**src/rtl/sam_arb_pkg.sv**
```systemverilog
// sam_arb_pkg: shared FSM state and grant encodings for sam_mem_arbiter
package sam_arb_pkg;
  typedef enum logic [1:0] {IDLE = 2'd0, WAIT = 2'd1, RESP = 2'd2} state_t;
  localparam logic GNT_IF = 1'b0;
  localparam logic GNT_DM = 1'b1;
endpackage

```
**src/rtl/sam_mem_arbiter_if.sv**
```systemverilog
// sam_mem_arbiter_if: fetch, load/store and memory buses of the arbiter
// slave: arbiter view (takes if_*/dm_* requests and mem_ack/mem_rdata, drives acks, mem_* and stall)
// master: environment view (core requesters plus memory)
interface sam_mem_arbiter_if #(parameter int AW = 32, parameter int DW = 32);
  logic          if_req;
  logic [AW-1:0] if_addr;
  logic          if_ack;
  logic [DW-1:0] if_rdata;
  logic          if_err;
  logic          dm_req;
  logic          dm_we;
  logic [DW/8-1:0] dm_be;
  logic [AW-1:0] dm_addr;
  logic [DW-1:0] dm_wdata;
  logic          dm_ack;
  logic [DW-1:0] dm_rdata;
  logic          dm_err;
  logic          mem_req;
  logic          mem_we;
  logic [DW/8-1:0] mem_be;
  logic [AW-1:0] mem_addr;
  logic [DW-1:0] mem_wdata;
  logic          mem_ack;
  logic [DW-1:0] mem_rdata;
  logic          stall;
  modport slave (
    input  if_req, if_addr, dm_req, dm_we, dm_be, dm_addr, dm_wdata, mem_ack, mem_rdata,
    output if_ack, if_rdata, if_err, dm_ack, dm_rdata, dm_err,
           mem_req, mem_we, mem_be, mem_addr, mem_wdata, stall
  );
  modport master (
    output if_req, if_addr, dm_req, dm_we, dm_be, dm_addr, dm_wdata, mem_ack, mem_rdata,
    input  if_ack, if_rdata, if_err, dm_ack, dm_rdata, dm_err,
           mem_req, mem_we, mem_be, mem_addr, mem_wdata, stall
  );
endinterface

```
**src/rtl/sam_arb_watchdog.sv**
```systemverilog
// sam_arb_watchdog: counts WAIT cycles and flags the one in which TIMEOUT is reached
// ports: clk, rst (async, active-high), clear_i (zero count), enable_i (count this cycle), expired_o
module sam_arb_watchdog #(parameter int TIMEOUT = 15) (
  input  logic clk,
  input  logic rst,
  input  logic clear_i,
  input  logic enable_i,
  output logic expired_o
);
  if (TIMEOUT == 0) begin : g_off
    assign expired_o = 1'b0;
  end else begin : g_on
    localparam int CW = $clog2(TIMEOUT + 1);
    localparam logic [CW-1:0] LAST = CW'(TIMEOUT - 1);
    logic [CW-1:0] cnt_q, cnt_d;
    always_comb cnt_d = clear_i ? '0 : enable_i ? cnt_q + CW'(1) : cnt_q;
    always_ff @(posedge clk or posedge rst) begin
      if (rst) cnt_q <= '0;
      else cnt_q <= cnt_d;
    end
    // the current cycle is the TIMEOUT-th counted one
    assign expired_o = enable_i && cnt_q == LAST;
  end
endmodule

```
**src/rtl/sam_mem_arbiter.sv**
```systemverilog
// sam_mem_arbiter: shares one memory port between instruction fetch (IF) and load/store (DM)
// ports: clk, RN (async, active-high reset), bus (sam_mem_arbiter_if.slave)
// params: AW, DW, TIMEOUT (0 disables the watchdog)
// SAM_ARB_RR_EN: round-robin tie-break instead of fixed DM-over-IF priority
module sam_mem_arbiter
  import sam_arb_pkg::*;
#(
  parameter int AW = 32,
  parameter int DW = 32,
  parameter int TIMEOUT = 15
) (
  input logic clk,
  input logic RN,
  sam_mem_arbiter_if.slave bus
);
  state_t          state_q;
  logic            gnt_q;
  logic            mem_req_q, mem_we_q;
  logic [DW/8-1:0] mem_be_q;
  logic [AW-1:0]   mem_addr_q;
  logic [DW-1:0]   mem_wdata_q;
  logic            if_ack_q, dm_ack_q, if_err_q, dm_err_q;
  logic [DW-1:0]   if_rdata_q, dm_rdata_q;
  logic            win, wd_exp, any_req, wr_ack;
  logic [DW-1:0]   rsp_data;
`ifdef SAM_ARB_RR_EN
  logic            last_q;
  assign win = (bus.if_req && bus.dm_req) ? ~last_q : bus.dm_req;
`else
  assign win = bus.dm_req;
`endif
  assign any_req  = bus.if_req || bus.dm_req;
  // acked writes leave rdata alone; a timeout returns zero
  assign wr_ack   = bus.mem_ack && mem_we_q;
  assign rsp_data = bus.mem_ack ? bus.mem_rdata : '0;
  sam_arb_watchdog #(.TIMEOUT(TIMEOUT)) u_wd (
    .clk      (clk),
    .rst      (RN),
    .clear_i  (state_q != WAIT),
    .enable_i (state_q == WAIT),
    .expired_o(wd_exp)
  );
  always_ff @(posedge clk or posedge RN) begin
    if (RN) begin
      state_q     <= IDLE;
      gnt_q       <= GNT_IF;
      mem_req_q   <= 1'b0;
      mem_we_q    <= 1'b0;
      mem_be_q    <= '0;
      mem_addr_q  <= '0;
      mem_wdata_q <= '0;
      if_ack_q    <= 1'b0;
      dm_ack_q    <= 1'b0;
      if_err_q    <= 1'b0;
      dm_err_q    <= 1'b0;
      if_rdata_q  <= '0;
      dm_rdata_q  <= '0;
`ifdef SAM_ARB_RR_EN
      last_q      <= GNT_IF;
`endif
    end else begin
      case (state_q)
        IDLE: if (any_req) begin
          gnt_q       <= win;
          mem_req_q   <= 1'b1;
          mem_we_q    <= win == GNT_DM && bus.dm_we;
          mem_be_q    <= win == GNT_DM ? bus.dm_be : '1;
          mem_addr_q  <= win == GNT_DM ? bus.dm_addr : bus.if_addr;
          mem_wdata_q <= win == GNT_DM ? bus.dm_wdata : '0;
`ifdef SAM_ARB_RR_EN
          last_q      <= win;
`endif
          state_q     <= WAIT;
        end
        WAIT: if (bus.mem_ack || wd_exp) begin
          mem_req_q <= 1'b0;
          if_ack_q  <= gnt_q == GNT_IF;
          dm_ack_q  <= gnt_q == GNT_DM;
          if_err_q  <= gnt_q == GNT_IF && !bus.mem_ack;
          dm_err_q  <= gnt_q == GNT_DM && !bus.mem_ack;
          if (!wr_ack && gnt_q == GNT_DM) dm_rdata_q <= rsp_data;
          if (!wr_ack && gnt_q == GNT_IF) if_rdata_q <= rsp_data;
          state_q   <= RESP;
        end
        default: begin
          if_ack_q <= 1'b0;
          dm_ack_q <= 1'b0;
          if_err_q <= 1'b0;
          dm_err_q <= 1'b0;
          state_q  <= IDLE;
        end
      endcase
    end
  end
  assign bus.mem_req   = mem_req_q;
  assign bus.mem_we    = mem_we_q;
  assign bus.mem_be    = mem_be_q;
  assign bus.mem_addr  = mem_addr_q;
  assign bus.mem_wdata = mem_wdata_q;
  assign bus.if_ack    = if_ack_q;
  assign bus.dm_ack    = dm_ack_q;
  assign bus.if_err    = if_err_q;
  assign bus.dm_err    = dm_err_q;
  assign bus.if_rdata  = if_rdata_q;
  assign bus.dm_rdata  = dm_rdata_q;
  assign bus.stall     = (bus.if_req & ~if_ack_q) | (bus.dm_req & ~dm_ack_q);
endmodule

```
**src/flat_wrapper.sv**
```systemverilog
// flat-port wrapper written by rule: the top's interface ports become plain ports
module sam_mem_arbiter_flat import sam_arb_pkg::*;
#(
  parameter int AW = 32,
  parameter int DW = 32,
  parameter int TIMEOUT = 15
)
  (clk, RN, bus_if_req, bus_if_addr, bus_dm_req, bus_dm_we, bus_dm_be, bus_dm_addr, bus_dm_wdata, bus_mem_ack, bus_mem_rdata, bus_if_ack, bus_if_rdata, bus_if_err, bus_dm_ack, bus_dm_rdata, bus_dm_err, bus_mem_req, bus_mem_we, bus_mem_be, bus_mem_addr, bus_mem_wdata, bus_stall);
  sam_mem_arbiter_if #(.AW(AW), .DW(DW)) bus_i ();
  input logic clk;
  input logic RN;
  input wire logic [$bits(bus_i.if_req)-1:0] bus_if_req;
  input wire logic [$bits(bus_i.if_addr)-1:0] bus_if_addr;
  input wire logic [$bits(bus_i.dm_req)-1:0] bus_dm_req;
  input wire logic [$bits(bus_i.dm_we)-1:0] bus_dm_we;
  input wire logic [$bits(bus_i.dm_be)-1:0] bus_dm_be;
  input wire logic [$bits(bus_i.dm_addr)-1:0] bus_dm_addr;
  input wire logic [$bits(bus_i.dm_wdata)-1:0] bus_dm_wdata;
  input wire logic [$bits(bus_i.mem_ack)-1:0] bus_mem_ack;
  input wire logic [$bits(bus_i.mem_rdata)-1:0] bus_mem_rdata;
  output wire logic [$bits(bus_i.if_ack)-1:0] bus_if_ack;
  output wire logic [$bits(bus_i.if_rdata)-1:0] bus_if_rdata;
  output wire logic [$bits(bus_i.if_err)-1:0] bus_if_err;
  output wire logic [$bits(bus_i.dm_ack)-1:0] bus_dm_ack;
  output wire logic [$bits(bus_i.dm_rdata)-1:0] bus_dm_rdata;
  output wire logic [$bits(bus_i.dm_err)-1:0] bus_dm_err;
  output wire logic [$bits(bus_i.mem_req)-1:0] bus_mem_req;
  output wire logic [$bits(bus_i.mem_we)-1:0] bus_mem_we;
  output wire logic [$bits(bus_i.mem_be)-1:0] bus_mem_be;
  output wire logic [$bits(bus_i.mem_addr)-1:0] bus_mem_addr;
  output wire logic [$bits(bus_i.mem_wdata)-1:0] bus_mem_wdata;
  output wire logic [$bits(bus_i.stall)-1:0] bus_stall;
  assign bus_i.if_req = bus_if_req;
  assign bus_i.if_addr = bus_if_addr;
  assign bus_i.dm_req = bus_dm_req;
  assign bus_i.dm_we = bus_dm_we;
  assign bus_i.dm_be = bus_dm_be;
  assign bus_i.dm_addr = bus_dm_addr;
  assign bus_i.dm_wdata = bus_dm_wdata;
  assign bus_i.mem_ack = bus_mem_ack;
  assign bus_i.mem_rdata = bus_mem_rdata;
  assign bus_if_ack = bus_i.if_ack;
  assign bus_if_rdata = bus_i.if_rdata;
  assign bus_if_err = bus_i.if_err;
  assign bus_dm_ack = bus_i.dm_ack;
  assign bus_dm_rdata = bus_i.dm_rdata;
  assign bus_dm_err = bus_i.dm_err;
  assign bus_mem_req = bus_i.mem_req;
  assign bus_mem_we = bus_i.mem_we;
  assign bus_mem_be = bus_i.mem_be;
  assign bus_mem_addr = bus_i.mem_addr;
  assign bus_mem_wdata = bus_i.mem_wdata;
  assign bus_stall = bus_i.stall;
  sam_mem_arbiter #(.AW(AW), .DW(DW), .TIMEOUT(TIMEOUT)) u_core (.clk(clk), .RN(RN), .bus(bus_i));
endmodule
```
**config.mk**
```make
export PLATFORM = sky130hd
export DESIGN_NAME = sam_mem_arbiter_flat
export DESIGN_NICKNAME = d
export VERILOG_FILES = /design/src/rtl/sam_arb_pkg.sv /design/src/rtl/sam_mem_arbiter_if.sv /design/src/rtl/sam_arb_watchdog.sv /design/src/rtl/sam_mem_arbiter.sv /design/src/flat_wrapper.sv
export SDC_FILE = /design/constraint.sdc
export NUM_CORES = 1
export LEC_CHECK = 0
export ABC_AREA = 1
export BUFFER_PORTS_ARGS = -buffer_cell sky130_fd_sc_hd__buf_2
export CAP_MARGIN = 20
export CORE_MARGIN = 3
export CORE_UTILIZATION = 48
export CTS_CLUSTER_DIAMETER = 60
export DETAILED_ROUTE_END_ITERATION = 10
export GPL_TIMING_DRIVEN = 0
export PLACE_DENSITY_LB_ADDON = 0.12
export REMOVE_ABC_BUFFERS = 1
export SLEW_MARGIN = 20
export SYNTH_ARGS = -nofsm -noshare
export SYNTH_HDL_FRONTEND = slang
export SYNTH_SLANG_ARGS = --single-unit
```
**constraint.sdc**
```tcl
create_clock -name clk -period 6.04 [get_ports clk]
set_clock_uncertainty 0.1 [all_clocks]
set_input_delay 0.604 -clock clk [delete_from_list [all_inputs] [get_ports clk]]
set_output_delay 0.604 -clock clk [all_outputs]
set_load 0.05 [all_outputs]
```
[After elaboration in Yosys (flattened, before gate mapping)]
Index checks and enable logic that the tools add are counted.
Word-level totals
  flip-flop bits (word level): 145
  output and inout port bits: 139
Operators by class
  add/subtract/negate cells: 1
  eq/ne operators: 5
  mux-type cells: 20
  bitwise logic cells: 7
  reductions and logical operators: 20
Operator list (count)
  32-bit two-way mux: 3
  4-bit two-way mux: 3
  1-bit one-hot mux with 2 select lines: 5
  3-bit AND reduction: 3
  1-bit logical AND: 7
  1-bit two-way mux: 6
  2-bit by 1-bit != test with 1-bit output, second input constant: 3
  2-bit AND reduction: 3
  4-bit by 1-bit adder with 4-bit output, second input constant: 1
  4-bit equality test, second input constant: 1
  2-bit two-way mux: 2
  1-bit inverter: 4
  2-bit one-hot mux with 2 select lines: 1
  2-bit nonzero test: 2
  1-bit bitwise AND: 2
  2-bit by 1-bit equality test with 1-bit output, second input constant: 1
  1-bit logical NOT: 2
  2-bit logical NOT: 1
  1-bit logical OR: 2
  1-bit bitwise OR: 1

[Longest topological paths before layout]
Gate-level depths: netlist of run 1.
  word-level depth: 5
  depth in mapped cells: 8
  depth with buffers taken out: 7

[By module]
From an unflattened synthesis of run 1, not the netlist that was laid out.
Unflattened totals
  cell total of the unflattened synthesis: 814
  area total of the unflattened synthesis: 6424.9 um2
By module, submodules not included
  sam_mem_arbiter: times used 1, cells each 787, area an instance 6195.9 um2, seq. area each 3528.4 um2
  sam_arb_watchdog: times used 1, cells each 27, area an instance 229.0 um2, seq. area each 100.1 um2

[Least setup slack after synthesis of run 1]
OpenSTA, ideal clock, no wires.
  path kind: input to output
  start: input bus_dm_req
  end: output bus_stall
  arrival time: 1.791 ns
  data required time: 5.336 ns
  setup slack: 3.545 ns
  stages on the path: 4
  buffers on the path: 2
  path through: buf_2 > inv_1 > clkbuf_1 > o22ai_1
On the way
  longest elaborated chain between the ends: 2
Ends and longest elaborated chain
  start, declared: RTL line flat_wrapper.sv:14  | input wire logic [$bits(bus_i.dm_req)-1:0] bus_dm_req;
  1-bit bitwise AND: RTL line sam_mem_arbiter.sv:106  | assign bus.stall = (bus.if_req & ~if_ack_q) | (bus.dm_req & ~dm_ack_q);
  1-bit bitwise OR: RTL line sam_mem_arbiter.sv:106
  end, declared: RTL line flat_wrapper.sv:32  | output wire logic [$bits(bus_i.stall)-1:0] bus_stall;
Every way passes these cells.

[Worst setup path in the final report of run 1]
Ends and elaborated chain as after synthesis.

==> flow_summary.json, run 1 <==
{
  "outcome": "completed",
  "clk_pin_slew_worst_paths_ns": 0.06,
  "cts-root-buf": "clkbuf_16",
  "port_buffers": 276,
  "first_global_vias": 5366,
  "num_vias": 5620,
  "drive_above_1_share": 0.346,
  "via_per_inst": 4.76,
  "wl_per_cell_um": 14.6,
  "synthCells": 739,
  "finalCritPeriodShare": 0.498,
  "worstPathMaxFanout": 34,
  "synth_area_leader_cell": "dfrtp_1",
  "drt-initial-drc-count": 391,
  "cts.sinks": 145,
  "floorplan.initialDensity": 0.496,
  "crit_arrival_ns": 2.30,
  "finalSetupTns_ns": 0,
  "seq_area_frac_synth": 0.575,
  "rsz0062_at_grt": "false",
  "max-vdd-ir-drop_mv": 0.328,
  "hold_ws_ns": 0.127,
  "worst_pin_slew_ns": 0.890,
  "async_reset_ff_frac": 1.00,
  "yosys_warnings": 0,
  "cts_made_buffers": 17,
  "cts_hold_buf": 0,
  "cts_resized": 0,
  "io_pins": 277,
  "fill_cells": 1155,
  "die_width_um": 121,
  "leakagePower_nw": 5.04,
  "firstDrtPassIters": 5,
  "htreeDepth": 4,
  "die_y_um": 121,
  "finalSetupViolations": 0,
  "rows": 41,
  "finalCoreUtilization": 0.663,
  "hp-class": "in2async",
  "swShare": 0.518,
  "drt-total-wl_um": 17200,
  "required_ns": 5.34,
  "clk_latency_ns": 0.41,
  "ant_nets": 0,
  "max_freq_mhz": 332,
  "p_seq_frac": 0.293,
  "overflow": 0,
  "p_clk_frac": 0.187,
  "gp_congestion": 0.781,
  "period_minus_slack_ns": 3.01,
  "antenna_found_initial": 2,
  "cts_buffer_depth": 2,
  "slew_headroom": 0.406,
  "grt_pass1_wl_um": 27500,
  "fin_nets": 1136,
  "comb_power_share": 0.520,
  "maxCapViolations": 0,
  "antenna_cells": 0,
  "final_hold_viol_count": 0,
  "drc": 0,
  "grt_max_degree": 82,
  "dp_hpwl_um": 11800,
  "powerDensity_mw_per_mm2": 665,
  "synth_seq_cells": 145,
  "mappedNetlistArea_mm2": 0.00631,
  "synth_most_common_cell": "nand2_1",
  "synth_cell_type_count": 25,
  "cp-start-kind": "input pin",
  "synth_edf_count": 0,
  "intPower_mw": 2.71,
  "crit_type": "in2out",
  "switching_power_mw": 2.90,
  "yosys-top-cells-count": "nand2_1, dfrtp_1, nand3_1",
  "core-area_mm2": 0.0127,
  "p_total_mw": 5.61,
  "cts_tree": "built",
  "synthTopCellsByArea": "dfrtp_1, nand2_1, nand3_1",
  "syn_avg_cell_area_um2": 8.54,
  "report.final.slew_viol_count": 0,
  "syn_to_final_growth_pct": 33.7,
  "track_usage": 0.240,
  "dieArea_mm2": 0.0146,
  "synth_flop_cell": "dfrtp_1",
  "end_kind": "primary output",
  "synth_top_cell_area_share": 0.575,
  "cts_setup_buffers": 0
}
[power by group through the flow]
| stage | Clock, mW | Sequential [mW] | Combinational [mW] |
|---|---|---|---|
| floorplan | 0 | 3.11 | 0.640 |
| global placement | 0 | 1.64 | 2.85 |
| detailed placement | 0 | 1.64 | 2.94 |
| CTS | 1.07 | 1.64 | 2.94 |
| global route | 1.11 | 1.69 | 3.10 |
| finish | 1.05 | 1.64 | 2.92 |
[cell type report]
cell class | instances | area [um^2] | area share
clock buffers | 29 | 531 | 0.0629
clock inverters | 3 | 67.6 | 0.00801
inverters | 44 | 173 | 0.0205
multi-input cells | 506 | 2280 | 0.270
flip-flops and latches | 145 | 3630 | 0.430
well taps | 172 | 215 | 0.0255
repair buffers | 282 | 1550 | 0.183
[stage by stage]
stage               instances  worst slack (ns)  cell area [um^2]
floorplan                 695              1.44              6050
finish                   1181              3.03              8440
global route             1181              2.84              8440
detailed placement       1149              2.84              7840
CTS                      1181              2.99              8440
global placement         1143            -0.261              7640
[path summary, 6_finish.rpt]
| check | startpoint | end | slack, ns | depth (start not counted) |
|---|---|---|---|---|
| hold / removal | RN | u_core.bus.dm_rdata[29] | 0.13 | 2 |
| setup reg to reg | u_core.state_q[1] | u_core.bus.dm_rdata[11] | 3.40 | 6 |
| hold reg to reg | u_core.bus.dm_rdata[14] | u_core.bus.dm_rdata[14] | 0.36 | 2 |
| setup / recovery | bus_dm_req | bus_stall | 3.03 | 4 |
| min in group clk | bus_dm_wdata[6] | u_core.bus.mem_wdata[6] | 0.28 | 3 |
| max in group asynchronous | RN | u_core.bus.if_ack | 4.95 | 3 |
[kinds of logic after synthesis]
group	count (synthesis)	synth area share
adders and majority gates	2	0.00396
buffers and inverters	88	0.0680
and+or+nand+nor	464	0.305
DFF	145	0.575
AOI/OAI and AO/OA	38	0.0458
xor gates and xnor gates	2	0.00278
[state kept, by name, summed over array words and instances, names as in the netlist, 2 cells and up]
name and count:
u_core.state_q 2, u_core.bus.if_rdata 32, u_core.bus.mem_wdata 32, u_core.bus.mem_be 4, u_core.bus.mem_addr 32, u_core.u_wd.g_on.cnt_q 4, u_core.bus.dm_rdata 32
[critical path: stages]
cell     delay, ns
buf_2         0.51
inv_1         0.60
o22ai_1       0.25
buf_2         0.32
[cell usage in the layout, fill, tap and decap left out, types with 3 or more instances in the layout]
master and instances:
nand2_1 339, buf_2 276, dfrtp_1 145, nand3_1 69
inv_1 42, or2_2 32, o211ai_1 32, nor2_1 17
clkbuf_16 17, clkbuf_1 6, clkbuf_8 6, buf_16 6
nor2_4 3
[per-layer routing]
layer	track usage	vias to the layer above	part of all wire
met4	0.0822	4	0.016
met5	0	-	0.0010
met2	0.390	211	0.48
met3	0.0786	23	0.087
li1	-	2810	-
met1	0.304	2572	0.42
Note: power is estimated with default switching activity, not from simulation.
==> inputs of run 2 (changes only) <==
--- a/config.mk
+++ b/config.mk
@@ -5,11 +5,11 @@
 export SDC_FILE = /design/constraint.sdc
 export NUM_CORES = 1
 export LEC_CHECK = 0
-export ABC_AREA = 1
+export ABC_AREA = 0
 export BUFFER_PORTS_ARGS = -buffer_cell sky130_fd_sc_hd__buf_2
 export CAP_MARGIN = 20
 export CORE_MARGIN = 3
-export CORE_UTILIZATION = 48
+export CORE_UTILIZATION = 42
 export CTS_CLUSTER_DIAMETER = 60
 export DETAILED_ROUTE_END_ITERATION = 10
 export GPL_TIMING_DRIVEN = 0
==> constraint.sdc (replaced) <==
create_clock -name clk -period 2.6 [get_ports clk]
set_clock_uncertainty 0.1 [all_clocks]
set_input_delay 0.26 -clock clk [delete_from_list [all_inputs] [get_ports clk]]
set_output_delay 0.26 -clock clk [all_outputs]
set_load 0.05 [all_outputs]
==> flow_summary.json, run 2 <==
{
  "finalSetupTns_ns": 0,
  "cts.sinks": 145,
  "grt_max_degree": 80,
  "worst_pin_slew_ns": 0.995,
  "ant_nets": 0,
  "r2r_setup_slack_ns": 0.18,
  "yosys_warnings": 0,
  "clk_pin_slew_worst_paths_ns": 0.06,
  "drt-initial-drc-count": 251,
  "max-vdd-ir-drop_mv": 0.751,
  "synth_edf_count": 0,
  "finalSetupViolations": 0,
  "synth_most_common_cell": "dfrtp_1",
  "rows": 42,
  "intPower_mw": 6.61,
  "drc": 0,
  "cts_tree": "built",
  "report.final.slew_viol_count": 0,
  "startpoint": "u_core.u_wd.g_on.cnt_q[0]",
  "track_usage": 0.209,
  "first_global_vias": 4948,
  "slew_headroom": 0.331,
  "finalCoreUtilization": 0.646,
  "finalCritPeriodShare": 0.932,
  "syn_avg_cell_area_um2": 14.4,
  "cts-root-buf": "clkbuf_16",
  "antenna_cells": 0,
  "hold_ws_ns": 0.0150,
  "cts_buffer_depth": 2,
  "seq_area_frac_synth": 0.621,
  "end_kind": "flip-flop",
  "grt_pass1_wl_um": 24700,
  "outcome": "completed",
  "leakagePower_nw": 4.32,
  "synthCells": 406,
  "synth_top_cell_area_share": 0.621,
  "die_width_um": 124,
  "worstPathMaxFanout": 14,
  "reg2regPathDepth": 7,
  "p_seq_frac": 0.298,
  "mappedNetlistArea_mm2": 0.00584,
  "drt-total-wl_um": 16300,
  "die_y_um": 124,
  "antenna_found_initial": 0,
  "synth_area_leader_cell": "dfrtp_1",
  "switching_power_mw": 6.34,
  "powerDensity_mw_per_mm2": 1500,
  "rsz0062_at_grt": "false",
  "fin_nets": 879,
  "cts_setup_buffers": 0,
  "regToRegStartpoint": "u_core.u_wd.g_on.cnt_q[0]",
  "final_hold_viol_count": 0,
  "synth_cell_type_count": 38,
  "required_ns": 2.80,
  "firstDrtPassIters": 4,
  "synth_seq_cells": 145,
  "htreeDepth": 4,
  "p_clk_frac": 0.183,
  "gp_congestion": 0.759,
  "dieArea_mm2": 0.0154,
  "cp-start-kind": "flip-flop",
  "crit_type": "reg2reg",
  "wl_per_cell_um": 17.6,
  "clk_latency_ns": 0.41,
  "maxCapViolations": 0,
  "mostFrequentLayoutCell": "buf_2",
  "hold_depth": 2,
  "async_reset_ff_frac": 1.00,
  "core-area_mm2": 0.0134,
  "hp-start": "bus_mem_rdata[26]",
  "yosys-top-cells-count": "dfrtp_1, mux2_2, a22o_1",
  "io_pins": 277,
  "drive_above_1_share": 0.517,
  "hp-class": "in2reg",
  "synthTopCellsByArea": "dfrtp_1, mux2_2, a22o_1",
  "max_freq_mhz": 413,
  "swShare": 0.490,
  "comb_power_share": 0.519,
  "period_minus_slack_ns": 2.42,
  "syn_to_final_growth_pct": 48.1,
  "dp_hpwl_um": 11200,
  "floorplan.initialDensity": 0.436,
  "crit_arrival_ns": 2.62,
  "via_per_inst": 5.21,
  "num_vias": 4831,
  "layout_common_cells": "buf_2, dfrtp_1, mux2_2",
  "cts_made_buffers": 17,
  "port_buffers": 276,
  "synth_flop_cell": "dfrtp_1",
  "overflow": 0
}
-- run 2: worst max-delay path: stages, from the launching register on --
cell and delay [ns]:
dfrtp_1 0.41, inv_1 0.07, ha_1 0.16, a31o_2 0.26, nand4_1 0.55, buf_6 0.37, buf_8 0.16, a22o_1 0.22
-- run 2: final timing paths --
check	end
hold / removal	u_core.bus.dm_rdata[26]
hold reg to reg	u_core.bus.mem_be[0]
setup reg to reg	u_core.bus.dm_rdata[6]
max in group asynchronous	u_core.bus.if_rdata[7]
setup / recovery	u_core.bus.dm_rdata[6]
min in group asynchronous	u_core.bus.mem_wdata[21]
-- run 2: cell type report --
type / count / area, um^2
timing repair buffer: 346 / 2140
clock inverter: 10 / 110
multi-input combinational: 223 / 2050
tap: 176 / 220
fill: 1036 / 4750
clock buffer: 21 / 470
sequential: 145 / 3630
inverter: 6 / 30.0
-- run 2: timing repair --
action                                 4_1_cts  5_1_grt
hold buffers                                62        0
endpoints found under the hold margin      138        0
gates resized for setup                      0        0
-- run 2: kinds of logic after synthesis --
logic type / count (synthesis) / share of synthesized area
AO/OA/AOI/OAI: 114 / 0.173
multiplexers: 64 / 0.123
flip-flops: 145 / 0.621
adder cells (fa/ha/maj): 2 / 0.00428
buffers and inverters: 38 / 0.0334
XOR/XNOR: 2 / 0.00300
AND/OR/NAND/NOR: 41 / 0.0418
-- run 2: stage by stage --
step / area, um^2 / worst slack [ns] / cells / total power [mW]
2_1_floorplan: 5670 / -1.65 / 374 / 8.75
3_3_place_gp: 7270 / -3.10 / 826 / 10.3
3_5_place_dp: 7450 / -0.0102 / 834 / 10.6
4_1_cts: 8650 / 0.222 / 927 / 13.0
5_1_grt: 8650 / 0.0892 / 927 / 13.6
6_report: 8650 / 0.177 / 927 / 13.0
-- run 2: power groups by stage --
stage	Clock, mW	Combinational, mW	Sequential [mW]
floorplan	0	1.54	7.21
global placement	0	6.51	3.83
detailed placement	0	6.70	3.86
CTS	2.43	6.77	3.85
global route	2.53	7.04	3.99
finish	2.37	6.72	3.86
-- run 2: routing by layer --
layer,part of all wire,track usage,wire (um),vias to the layer above
met5,0,0,0,-
met4,0.016,0.0664,258,0
met3,0.075,0.0649,1230,18
met2,0.50,0.356,8220,192
met1,0.41,0.254,6630,2399
li1,-,-,-,2222
==> inputs of run 3 (changes only) <==
--- a/config.mk
+++ b/config.mk
@@ -15,6 +15,7 @@
 export GPL_TIMING_DRIVEN = 0
 export PLACE_DENSITY_LB_ADDON = 0.12
 export REMOVE_ABC_BUFFERS = 1
+export SETUP_SLACK_MARGIN = 0.3
 export SLEW_MARGIN = 20
 export SYNTH_ARGS = -nofsm -noshare
 export SYNTH_HDL_FRONTEND = slang
==> flow_summary.json, run 3 (same netlist as run 2, synthesis figures left out) <==
{
  "outcome": "completed",
  "finalCoreUtilization": 0.648,
  "crit_arrival_ns": 2.27,
  "finalCritPeriodShare": 0.800,
  "grt_use_met2": 0.356,
  "cp-start-kind": "flip-flop",
  "via_per_inst": 5.19,
  "cts.sinks": 145,
  "crit_path_top_delay_cell": "a21boi_4",
  "use_met3": 0.0649,
  "mostFrequentLayoutCell": "buf_2",
  "setup_slack_ns": 0.519,
  "die_width_um": 124,
  "htreeDepth": 4,
  "critPathMaxStageDelay_ns": 0.51,
  "syn_to_final_growth_pct": 48.7,
  "r2r_setup_slack_ns": 0.52,
  "cts_made_buffers": 17,
  "regToRegStartpoint": "u_core.state_q[0]",
  "num_vias": 4838,
  "crit_type": "reg2reg",
  "layout_common_cells": "buf_2, dfrtp_1, mux2_2",
  "core-area_mm2": 0.0134,
  "cts_tree": "built",
  "reg2reg_to": "u_core.bus.mem_addr[23]",
  "drt-initial-drc-count": 236,
  "ant_nets": 0,
  "die_y_um": 124,
  "cts-root-buf": "clkbuf_16",
  "slew_headroom": 0.491,
  "startpoint": "u_core.state_q[0]",
  "fin_cells": 932,
  "final_hold_viol_count": 0,
  "dieArea_mm2": 0.0154,
  "firstDrtPassIters": 4,
  "antenna_found_initial": 0,
  "clk_pin_slew_worst_paths_ns": 0.06,
  "rsz0062_at_grt": "false",
  "leakagePower_nw": 4.35,
  "fin_nets": 884,
  "max-vdd-ir-drop_mv": 0.751,
  "worst_pin_slew_ns": 0.763,
  "pre_cts_ws_ns": -0.0102,
  "reg2regPathDepth": 4,
  "worstPathMaxFanout": 24,
  "cts_buffer_depth": 2,
  "finalSetupViolations": 0,
  "wl_per_cell_um": 17.5,
  "rows": 42,
  "drc": 0,
  "busiest_layer": "met2",
  "drive_above_1_share": 0.520,
  "dp_hpwl_um": 11200,
  "antenna_cells": 0,
  "crit_chain": "nor2_2 -> a21boi_4 -> buf_16 -> mux2_2",
  "report.final.slew_viol_count": 0,
  "post-place-cells": 834,
  "gp_congestion": 0.759,
  "end_kind": "flip-flop",
  "clk_latency_ns": 0.41,
  "period_minus_slack_ns": 2.08,
  "crit_end": "u_core.bus.mem_addr[23]",
  "critPathTopFamily": "compound AO/OA/AOI/OAI gates",
  "powerDensity_mw_per_mm2": 1490,
  "maxCapViolations": 0,
  "floorplan.initialDensity": 0.436,
  "grt_pass1_wl_um": 24700,
  "path_depth": 4,
  "p_total_mw": 13.0,
  "io_pins": 277,
  "grt_max_degree": 80,
  "grt_util_met1": 0.254,
  "port_buffers": 276,
  "path_buf_inv": 1,
  "required_ns": 2.79,
  "max_freq_mhz": 481,
  "track_usage": 0.209,
  "overflow": 0,
  "drt-total-wl_um": 16300,
  "first_global_vias": 4953,
  "hp-class": "in2reg"
}
-- run 3: changes by cell type in the layout (fill, tap and decap cells not counted) --
cell	change
buf_4	+5
-- run 3: worst min path at each step --
stage               cells past startpoint                        to                    start
CTS                                     2   u_core.bus.dm_rdata[26]        bus_mem_rdata[26]
global placement                        1   u_core.bus.if_rdata[20]  u_core.bus.if_rdata[20]
finish                                  2   u_core.bus.dm_rdata[26]        bus_mem_rdata[26]
detailed placement                      2  u_core.bus.mem_wdata[12]                       RN
global route                            2   u_core.bus.if_rdata[28]        bus_mem_rdata[28]
floorplan                               1    u_core.bus.dm_rdata[0]         bus_mem_rdata[0]
-- run 3: where the power goes --
part	switching, mW	internal (mW)	leakage, nW
Sequential	0.603	3.26	1.82
Combinational	4.84	1.90	2.24
Clock	0.899	1.48	0.288
Total	6.35	6.63	4.35
-- run 3: metal layers --
layer,share of wire,routed length [um],vias to the layer above
li1,-,-,2230
met1,0.40,6590,2388
met2,0.50,8210,200
met3,0.077,1260,20
met4,0.017,279,0
met5,0,0,-
-- run 3: metrics by stage --
stage	TNS (ns)	hold slack (ns)	area (um^2)
after floorplan	-253.78	0.293	5670
final	0	0.0140	8690
after global routing	0	0.00443	8690
after CTS	0	0.00106	8660
after detailed placement	-0.0241	0.238	7450
after global placement	-553.03	0.368	7270
-- run 3: area by class of cell --
cell class	count	area (um^2)
Clock buffer	21	470
Clock inverter	10	110
Fill cell	1036	4710
Inverter	6	30.0
Multi-Input combinational cell	223	2050
Sequential cell	145	3630
Tap cell	176	220
Timing Repair Buffer	351	2180
-- run 3: what timing repair did --
action / CTS / global route
gates resized for setup: 0 / 0
buffers inserted: 1 / 4
endpoints found under the setup margin: 14 / 24
pin swaps: 1 / 2
hold buffers: 62 / 0
hold endpoints to repair: 138 / 0
